File: config.mk
export PLATFORM = sky130hd
export DESIGN_NAME = neuron_mac
export DESIGN_NICKNAME = d
export VERILOG_FILES = /design/src/rtl/neuron_pkg.sv /design/src/rtl/neuron_mac_sat_add.sv /design/src/rtl/neuron_mac.sv
export SDC_FILE = /design/constraint.sdc
export NUM_CORES = 1
export LEC_CHECK = 0
export CORE_MARGIN = 10
export CORE_UTILIZATION = 51
export CTS_BUF_LIST = sky130_fd_sc_hd__clkbuf_16
export CTS_CLUSTER_DIAMETER = 150
export DETAILED_ROUTE_END_ITERATION = 7
export PLACE_DENSITY_LB_ADDON = 0.25
export SETUP_SLACK_MARGIN = 0.3
export SYNTH_ARGS = -nofsm -noshare
export SYNTH_HDL_FRONTEND = slang
export SYNTH_SLANG_ARGS = --single-unit
File: constraint.sdc
create_clock -name clk -period 4.8 [get_ports clk]
set_input_delay 0.72 -clock clk [delete_from_list [all_inputs] [get_ports clk]]
set_output_delay 0.72 -clock clk [all_outputs]
set_load 0.02 [all_outputs]
File: src/rtl/neuron_pkg.sv
// Shared widths, saturation limits and FSM encoding for the neuron MAC stage.
package neuron_pkg;
  localparam int ACT_W     = 8;
  localparam int WGT_W     = 8;
  localparam int ACC_W     = 22;
  localparam int FRAC_BITS = 14;
  localparam logic [ACC_W-1:0] SAT_MAX = 22'h1FFFFF;
  localparam logic [ACC_W-1:0] SAT_MIN = 22'h200000;

  typedef enum logic [1:0] {IDLE, ACCUM, DRAIN, DONE} state_t;
endpackage

File: src/rtl/neuron_mac_sat_add.sv
// Signed saturating adder: clamps to the most positive/negative code and flags overflow.
module sat_add
  import neuron_pkg::*;
#(
  parameter int W = ACC_W
) (
  input  logic [W-1:0] a,
  input  logic [W-1:0] b,
  output logic [W-1:0] y,
  output logic         ovf
);
  logic [W:0] sum;

  always_comb begin
    sum = {a[W-1], a} + {b[W-1], b};
    ovf = sum[W] ^ sum[W-1];
    y   = sum[W-1:0];
    // The extra top bit holds the true sign of the result.
    if (ovf) y = sum[W] ? {1'b1, {(W-1){1'b0}}} : {1'b0, {(W-1){1'b1}}};
  end
endmodule

File: src/rtl/neuron_mac.sv
// Streams (activation, weight) pairs, accumulates products onto a bias with saturation,
// and presents the Q8.14 sum to the sigmoid wrapper over a valid/ready handshake.
module neuron_mac
  import neuron_pkg::*;
#(
  parameter int N_INPUTS = 784,
  parameter int CNT_W    = 10
) (
  input  logic             clk,
  input  logic             rst,
  input  logic             start,
  input  logic [ACC_W-1:0] bias,
  input  logic             in_valid,
  output logic             in_ready,
  input  logic [ACT_W-1:0] act,
  input  logic [WGT_W-1:0] wgt,
  output logic [ACC_W-1:0] mout,
  output logic             mout_valid,
  input  logic             mout_ready,
  output logic             busy,
  output logic             sat
);
  localparam int PROD_W = ACT_W + WGT_W;

  state_t             state_q, state_d;
  logic [ACC_W-1:0]   acc_q, acc_d;
  logic [ACC_W-1:0]   mout_q, mout_d;
  logic [CNT_W-1:0]   count_q, count_d;
  logic [PROD_W-1:0]  prod_q, prod_d;
  logic               prod_v_q, prod_v_d;
  logic               sat_q, sat_d;
  logic               mout_valid_q, mout_valid_d;

  logic               beat;
  logic [PROD_W-1:0]  act_x, wgt_x;
  logic [ACC_W-1:0]   add_y;
  logic               add_ovf;

  assign in_ready   = (state_q == ACCUM);
  assign busy       = (state_q != IDLE);
  assign mout       = mout_q;
  assign mout_valid = mout_valid_q;
  assign sat        = sat_q;
  assign beat       = in_valid && in_ready;

  // Activation is unsigned, weight signed; both widened so the product is exact.
  assign act_x = {{(PROD_W-ACT_W){1'b0}}, act};
  assign wgt_x = {{(PROD_W-WGT_W){wgt[WGT_W-1]}}, wgt};

  sat_add #(.W(ACC_W)) u_sat_add (
    .a   (acc_q),
    .b   ({{(ACC_W-PROD_W){prod_q[PROD_W-1]}}, prod_q}),
    .y   (add_y),
    .ovf (add_ovf)
  );

  always_comb begin
    state_d      = state_q;
    acc_d        = acc_q;
    mout_d       = mout_q;
    count_d      = count_q;
    prod_d       = prod_q;
    prod_v_d     = 1'b0;
    sat_d        = sat_q;
    mout_valid_d = mout_valid_q;

    if (prod_v_q) begin
      acc_d = add_y;
      if (add_ovf) sat_d = 1'b1;
    end

    unique case (state_q)
      IDLE: begin
        if (start) begin
          acc_d    = bias;
          count_d  = '0;
          sat_d    = 1'b0;
          state_d  = ACCUM;
        end
      end
      ACCUM: begin
        if (beat) begin
          prod_d   = act_x * wgt_x;
          prod_v_d = 1'b1;
          count_d  = count_q + CNT_W'(1);
          if (count_q == CNT_W'(N_INPUTS-1)) state_d = DRAIN;
        end
      end
      DRAIN: state_d = DONE;
      DONE: begin
        // acc settled on the DRAIN edge; publish it one edge later.
        if (!mout_valid_q) begin
          mout_d       = acc_q;
          mout_valid_d = 1'b1;
        end else if (mout_ready) begin
          mout_valid_d = 1'b0;
          state_d      = IDLE;
        end
      end
      default: state_d = IDLE;
    endcase
  end

  always_ff @(posedge clk or posedge rst) begin
    if (rst) begin
      state_q      <= IDLE;
      acc_q        <= '0;
      mout_q       <= '0;
      count_q      <= '0;
      prod_q       <= '0;
      prod_v_q     <= 1'b0;
      sat_q        <= 1'b0;
      mout_valid_q <= 1'b0;
    end else begin
      state_q      <= state_d;
      acc_q        <= acc_d;
      mout_q       <= mout_d;
      count_q      <= count_d;
      prod_q       <= prod_d;
      prod_v_q     <= prod_v_d;
      sat_q        <= sat_d;
      mout_valid_q <= mout_valid_d;
    end
  end
endmodule

==> metrics.md, run 1 <==
| Metric | Value |
|---|---|
| Finished Cell Area | 8185 µm² |
| Net Count, Synth | 859 |
| Clk pwr share | 11.5% |
| Fmax | 230.6 MHz |
| Drt wl/cell | 15.21 µm |
| Port Buffers | 68 |
| Nets@finish | 968 |
| Via count | 5418 |
| DRT Pass-1 Iters | 4 |
| P_leak | 3.908 nW |
| Initial antenna violation count | 0 |
| Hold Path Sink | prod_q[11] |
| I/O pin count | 69 |
| Final period util | 90.35% |
| CP Max Fanout | 8 |
| Max Cap Viol | 0 |
| Cells after Synth | 710 |
| Most common cell after layout, fill and taps aside | nand2_1 |
| Top cells by area, synth | dfrtp_1, ha_1, fa_1, nand2_1, a221oi_2 |
| Vias/cell | 5.440 |
| Area Overhead vs Synth | 21.89% |
| Int Power | 3.124 mW |
| Post-synth top area share | 27.95% |
| CTS sink cnt | 75 |
| Antenna Diode Count | 0 |
| Worst-margin pin slew | 1.190 ns |
| Switch share | 45.71% |
| Sequential share of power | 19.4% |
| Final GP Congestion | 0.8872 |
| Worst setup SP type | input pin |
| Total negative slack | 0 ns |
| Number of global-route vias before repair | 5699 |
| Die X | 134.7 µm |
| Core Region | 12770 µm² |
| Peak VDD IR | 0.2445 mV |
| CTS buffer count | 9 |
| Slew Viols, Final | 0 |
| Most frequent cells in the layout | nand2_1, dfrtp_1, nor2_1, inv_1, ha_1 |
| Run status | complete, no violations |
| Post-Syn Area | 6715 µm² |
| R2r worst-path depth | 12 |
| # DRC | 0 |
| Multi-input gate area | 4559 µm² |
| Share of flip-flops with an asynchronous set or reset | 100.0% |
| Core Rows | 41 |
| Setup crit end kind | flop |
| Predominant post-synthesis flop cell | dfrtp_1 |
| Clock H-tree levels | 3 |
| Synth cell types | 68 |
| Initial cell density of the core | 52.57% |
| FF-to-FF Start | acc_q[0] |
| CTS tree | built |
| Crit Path Class | in -> reg |
| Share of layout cells above drive strength 1 | 20.15% |
| Syn Area/Cell | 9.458 µm² |
| Post-route minimum period | 4.337 ns |
| Min-Delay Path Class | reg -> reg |
| CTS clk-pin slew, worst paths | 0.06 ns |
| Power after layout | 5.755 mW |
| DRT iter0 DRCs | 217 |
| Capturing point of the worst reg2reg path | acc_q[16] |
| Cell Area, Placed | 7884 µm² |
| Skew final | 0.01367 ns |
| Hold Crit Depth | 2 |
| Arr. time, crit path | 4.58 ns |
| Worst hold start | prod_q[11] |
| Number of synthesized register bits | 75 |
| Clk buf depth | 2 |
| Drt total wl | 15.15 mm |
| Final core occ | 64.08% |
| Hold WS | 0.4842 ns |
| FF/Latch Area | 1877 µm² |
| Final cell count without fillers | 996 |
| Final ANT Viol Nets | 0 |
| Worst EP required | 5.04 ns |
| Dpl hpwl | 12.19 mm |
| Pre-CTS setup slack | -0.5241 ns |
| Root Buffer | clkbuf_16 |
| Pwr Density | 703.1 nW/µm² |
| Filler cell count in the final layout | 1026 |
| Yosys top cell by area | dfrtp_1 |
| YS warnings | 0 |
| Height of the die | 134.7 µm |
| Post-Place Cells | 978 |
| Largest net degree at the start of global routing | 44 |
| Hold buffers post-CTS | 0 |
| First-pass GRT wire length | 26.06 mm |
| Reg2Reg Setup Slack | 1.42 ns |
| Sequential share of the synthesized area | 27.95% |
| Number of synthesized flops with an enable pin | 0 |
| Congestion Overflow GR | 0 |
| Die ar. | 18160 µm² |
| Net switching power | 2.631 mW |
| Relative slew slack | 20.69% |
| Hold Fails Final Rpt | 0 |
| Worst-skew pair later-pin latency | 0.35 ns |
| Setup ws final | 0.4631 ns |
| Logic gate share of total power | 69.1% |
| RSZ-0062 raised after global routing | true |
| Gr usage total | 16.99% |
| Final setup violation count | 0 |
## power groups by stage
stage | logic, mW | registers (mW) | clock network (mW)
finish | 3.98 | 1.12 | 0.661
global route | 4.40 | 1.15 | 0.695
detailed placement | 3.88 | 1.13 | 0
floorplan | 2.82 | 1.18 | 0
global placement | 3.77 | 1.11 | 0
CTS | 3.93 | 1.12 | 0.671
## synthesized netlist by cell type (5+ instances only)
library cell  instances
a21o_1               11
a21oi_1              28
a221oi_2             19
and2_1               38
clkbuf_1             12
dfrtp_1              75
fa_1                 38
ha_1                 68
inv_1                71
mux2_2               25
nand2_1              77
nand2b_1             10
nand3_1              13
nor2_1               67
nor3_1               11
o21a_1                5
o21ai_0              29
o31ai_1               5
or3_1                 5
xnor2_1              12
xor2_1               17
## worst max path at each step
| stage | endpoint | cells past startpoint | slack (ns) | from |
|---|---|---|---|---|
| after floorplan | prod_q[14] | 17 | 0.34 | wgt[4] |
| after global placement | prod_q[14] | 18 | -0.37 | act[4] |
| after detailed placement | prod_q[13] | 17 | -0.52 | act[4] |
| after CTS | prod_q[13] | 17 | 0.31 | act[1] |
| after global routing | prod_q[15] | 20 | 0.25 | act[0] |
| final | prod_q[14] | 18 | 0.46 | act[4] |
## layout make-up
type / instances / area share [%]
flip-flops and latches: 75 / 22.93
inverters: 72 / 3.302
well taps: 172 / 2.629
clock buffers: 9 / 2.751
repair buffers: 116 / 11.89
multi-input cells: 545 / 55.70
clock inverters: 7 / 0.7949
## worst max-delay path: stages
cell      delay, ns
buf_2          0.15
and2_4         0.17
fa_1           0.50
inv_1          0.05
fa_1           0.53
inv_1          0.06
fa_1           0.52
inv_1          0.04
fa_1           0.49
inv_2          0.05
ha_4           0.28
o21ai_2        0.07
a21boi_2       0.19
o21ai_2        0.09
a21boi_2       0.19
o211a_1        0.21
nor3_1         0.05
o31ai_1        0.21
## per-layer routing
metal / share of wire (%) / wire, µm / vias to the layer above / global-route usage [%]
met5: 0 / 0 / - / 0
met4: 1.2 / 189 / 0 / 5.502
met3: 3.0 / 454 / 19 / 1.818
met2: 51 / 7762 / 88 / 31.62
met1: 44 / 6739 / 2641 / 19.74
li1: - / - / 2670 / -
## cells by family after synthesis
logic type	count (synthesis)	synth area share (%)
AOI/OAI and AO/OA	139	17.09
xor gates and xnor gates	29	3.782
adders and majority gates	108	24.32
buffers and inverters	90	5.347
DFF	75	27.95
muxes	26	4.341
and+or+nand+nor	243	17.18
## registers in the layout, indices dropped and copies added (netlist names)
register	count
mout	22
prod_q	16
state_q	2
mout_valid	1
count_q	10
acc_q	22
prod_v_q	1
sat	1
## repair_timing
| action | 4_1_cts | 5_1_grt |
|---|---|---|
| pin swaps | 6 | 15 |
| buffers inserted | 1 | 1 |
| gates resized for setup | 40 | 32 |
| endpoints found under the setup margin | 6 | 6 |
(Power assumes the default switching activity.)
==> inputs of run 2 (changes only) <==
- DONT_BUFFER_PORTS: not set -> 1
==> metrics.md, run 2 (synthesis gave the netlist of run 1 again) <==
| Metric | Value |
|---|---|
| Run status | complete, no violations (unchanged) |
| Peak VDD IR | 0.2565 mV (was 0.2445 mV) |
| Via count | 4966 (was 5418) |
| Die X | 134.7 µm (unchanged) |
| CTS sink cnt | 75 (unchanged) |
| Worst setup SP type | input pin (unchanged) |
| Power after layout | 5.335 mW (was 5.755 mW) |
| Die ar. | 18160 µm² (unchanged) |
| Nets@finish | 855 (was 968) |
| Clk buf depth | 2 (unchanged) |
| # DRC | 0 (unchanged) |
| Post-route minimum period | 4.251 ns (was 4.337 ns) |
| Worst-margin pin slew | 1.134 ns (was 1.190 ns) |
| Antenna Diode Count | 0 (unchanged) |
| Post-CTS Setup Repair Bufs | 0 (was 1) |
| DRT Pass-1 Iters | 5 (was 4) |
| Slew Viols, Final | 0 (unchanged) |
| Clock H-tree levels | 3 (unchanged) |
| Root Buffer | clkbuf_16 (unchanged) |
| CP max-delay cell | fa_1 (unchanged) |
| Max Cap Viol | 0 (unchanged) |
| Final period util | 88.57% (was 90.35%) |
| Kind of cell adding the most delay to the critical path | adder cells (unchanged) |
| Total negative slack | 0 ns (unchanged) |
| CP Max Fanout | 8 (unchanged) |
| Gr usage total | 16.70% (was 16.99%) |
| RSZ-0062 raised after global routing | true (unchanged) |
| Drt total wl | 14.84 mm (was 15.15 mm) |
| Dpl hpwl | 11.53 mm (was 12.19 mm) |
| First-pass GRT wire length | 25.00 mm (was 26.06 mm) |
| Critical path's largest stage delay | 0.53 ns (about the same) |
| CTS tree | built (unchanged) |
| Skew final | 0.006968 ns (was 0.01367 ns) |
| Initial cell density of the core | 52.57% (unchanged) |
| Critical path buffers and inverters | 4 (was 5) |
| Core Rows | 41 (unchanged) |
| Area Overhead vs Synth | 7.024% (was 21.89%) |
| Most common cell after layout, fill and taps aside | nand2_1 (unchanged) |
| Filler cell count in the final layout | 1126 (was 1026) |
| Min-Delay Path Class | reg -> reg (unchanged) |
| Worst EP required | 5.04 ns (about the same) |
| Initial antenna violation count | 0 (unchanged) |
| Most frequent cells in the layout | nand2_1, dfrtp_1, inv_1, nor2_1, ha_1 (was nand2_1, dfrtp_1, nor2_1, inv_1, ha_1) |
| Vias/cell | 5.624 (was 5.440) |
| CP cell instances | and2_1 -> fa_1 -> inv_1 -> fa_1 -> inv_1 -> fa_1 -> inv_1 -> fa_1 -> inv_1 -> ha_4 -> o21ai_1 -> a21boi_1 -> o21ai_2 -> a21boi_2 -> o211a_1 -> o21a_1 -> o31ai_1 (was buf_2 -> and2_4 -> fa_1 -> inv_1 -> fa_1 -> inv_1 -> fa_1 -> inv_1 -> fa_1 -> inv_2 -> ha_4 -> o21ai_2 -> a21boi_2 -> o21ai_2 -> a21boi_2 -> o211a_1 -> nor3_1 -> o31ai_1) |
| Largest net degree at the start of global routing | 76 (was 44) |
| Pwr Density | 742.3 nW/µm² (was 703.1 nW/µm²) |
| Height of the die | 134.7 µm (unchanged) |
| Arr. time, crit path | 4.49 ns (was 4.58 ns) |
| CTS buffer count | 9 (unchanged) |
| Worst-skew pair later-pin latency | 0.34 ns (was 0.35 ns) |
| Port Buffers | 0 (was 68) |
| Final GP Congestion | 0.8983 (was 0.8872) |
| Setup crit end kind | flop (unchanged) |
| P_leak | 3.402 nW (was 3.908 nW) |
| Number of global-route vias before repair | 5065 (was 5699) |
| Final setup violation count | 0 (unchanged) |
| I/O pin count | 69 (unchanged) |
| Congestion Overflow GR | 0 (unchanged) |
| Relative slew slack | 24.37% (was 20.69%) |
| CTS clk-pin slew, worst paths | 0.06 ns (about the same) |
| Share of layout cells above drive strength 1 | 12.80% (was 20.15%) |
| Final ANT Viol Nets | 0 (unchanged) |
| Fmax | 235.2 MHz (was 230.6 MHz) |
| Pre-CTS setup slack | 0.1293 ns (was -0.5241 ns) |
| Core Region | 12770 µm² (unchanged) |
| DRT iter0 DRCs | 266 (was 217) |
| Drt wl/cell | 16.81 µm (was 15.21 µm) |
| Setup ws final | 0.5488 ns (was 0.4631 ns) |
| Crit Path Class | in -> reg (unchanged) |
| Hold Fails Final Rpt | 0 (unchanged) |
run 2: timing repair:
| action | in CTS | in global routing |
|---|---|---|
| hold buffers | 0 | 0 |
| hold endpoints to repair | 0 | 0 |
| setup endpoints to repair | 0 | 4 |
| resized for setup | 0 | 3 |
run 2: per-layer routing:
metal	vias to the layer above	global-route usage [%]	wire, µm
met1	2415	20.73	6684
met5	-	0	0
met3	16	3.746	724
li1	2432	-	-
met4	0	5.441	195
met2	103	28.05	7239
run 2: area by class of cell:
cell class / count / area (µm²) / area share, %
Timing Repair Buffer: 3 / 22.52 / 0.3134
Clock inverter: 7 / 67.56 / 0.9401
Inverter: 72 / 271.5 / 3.778
Multi-Input combinational cell: 545 / 4508 / 62.73
Clock buffer: 9 / 225.2 / 3.134
Tap cell: 172 / 215.2 / 2.994
Sequential cell: 75 / 1877 / 26.11
run 2: worst paths after layout:
| kind | from | endpoint | slack, ns | cells after the start |
|---|---|---|---|---|
| max | wgt[4] | prod_q[14] | 0.55 | 17 |
| min | prod_q[9] | prod_q[9] | 0.49 | 2 |
| max reg2reg | prod_q[0] | acc_q[11] | 1.40 | 12 |
| min reg2reg | prod_q[9] | prod_q[9] | 0.49 | 2 |
| max in group asynchronous | rst | acc_q[10] | 3.65 | 2 |
| min in group asynchronous | rst | sat | 0.56 | 2 |
run 2: through the flow:
step                      hold slack, ns  instances  instance area [µm²]  utilization (%)
after floorplan                   0.4526        710                 6729                -
after global placement            0.4705        867                 6882            53.87
after detailed placement          0.4839        867                 6882            53.87
after CTS                         0.4960        883                 7174            56.17
after global routing              0.5235        883                 7187            56.26
final                             0.4872        883                 7187            56.26
run 2: worst register-to-register path: cells and delay by family, from the launching register on:
family,cells,cell delay (ns)
AO/OA/AOI/OAI,6,1.54
adder cells (fa/ha/maj),2,0.42
buffers and inverters,2,0.46
flip-flops,1,0.42
AND/OR/NAND/NOR,2,0.44
run 2: report_power, final:
part / leakage, nW / internal [mW] / total [mW] / switching, mW
Combinational: 2.39 / 1.49 / 3.38 / 1.89
Clock: 0.139 / 0.400 / 0.674 / 0.273
Sequential: 0.871 / 0.911 / 1.28 / 0.370
Total: 3.40 / 2.80 / 5.33 / 2.53
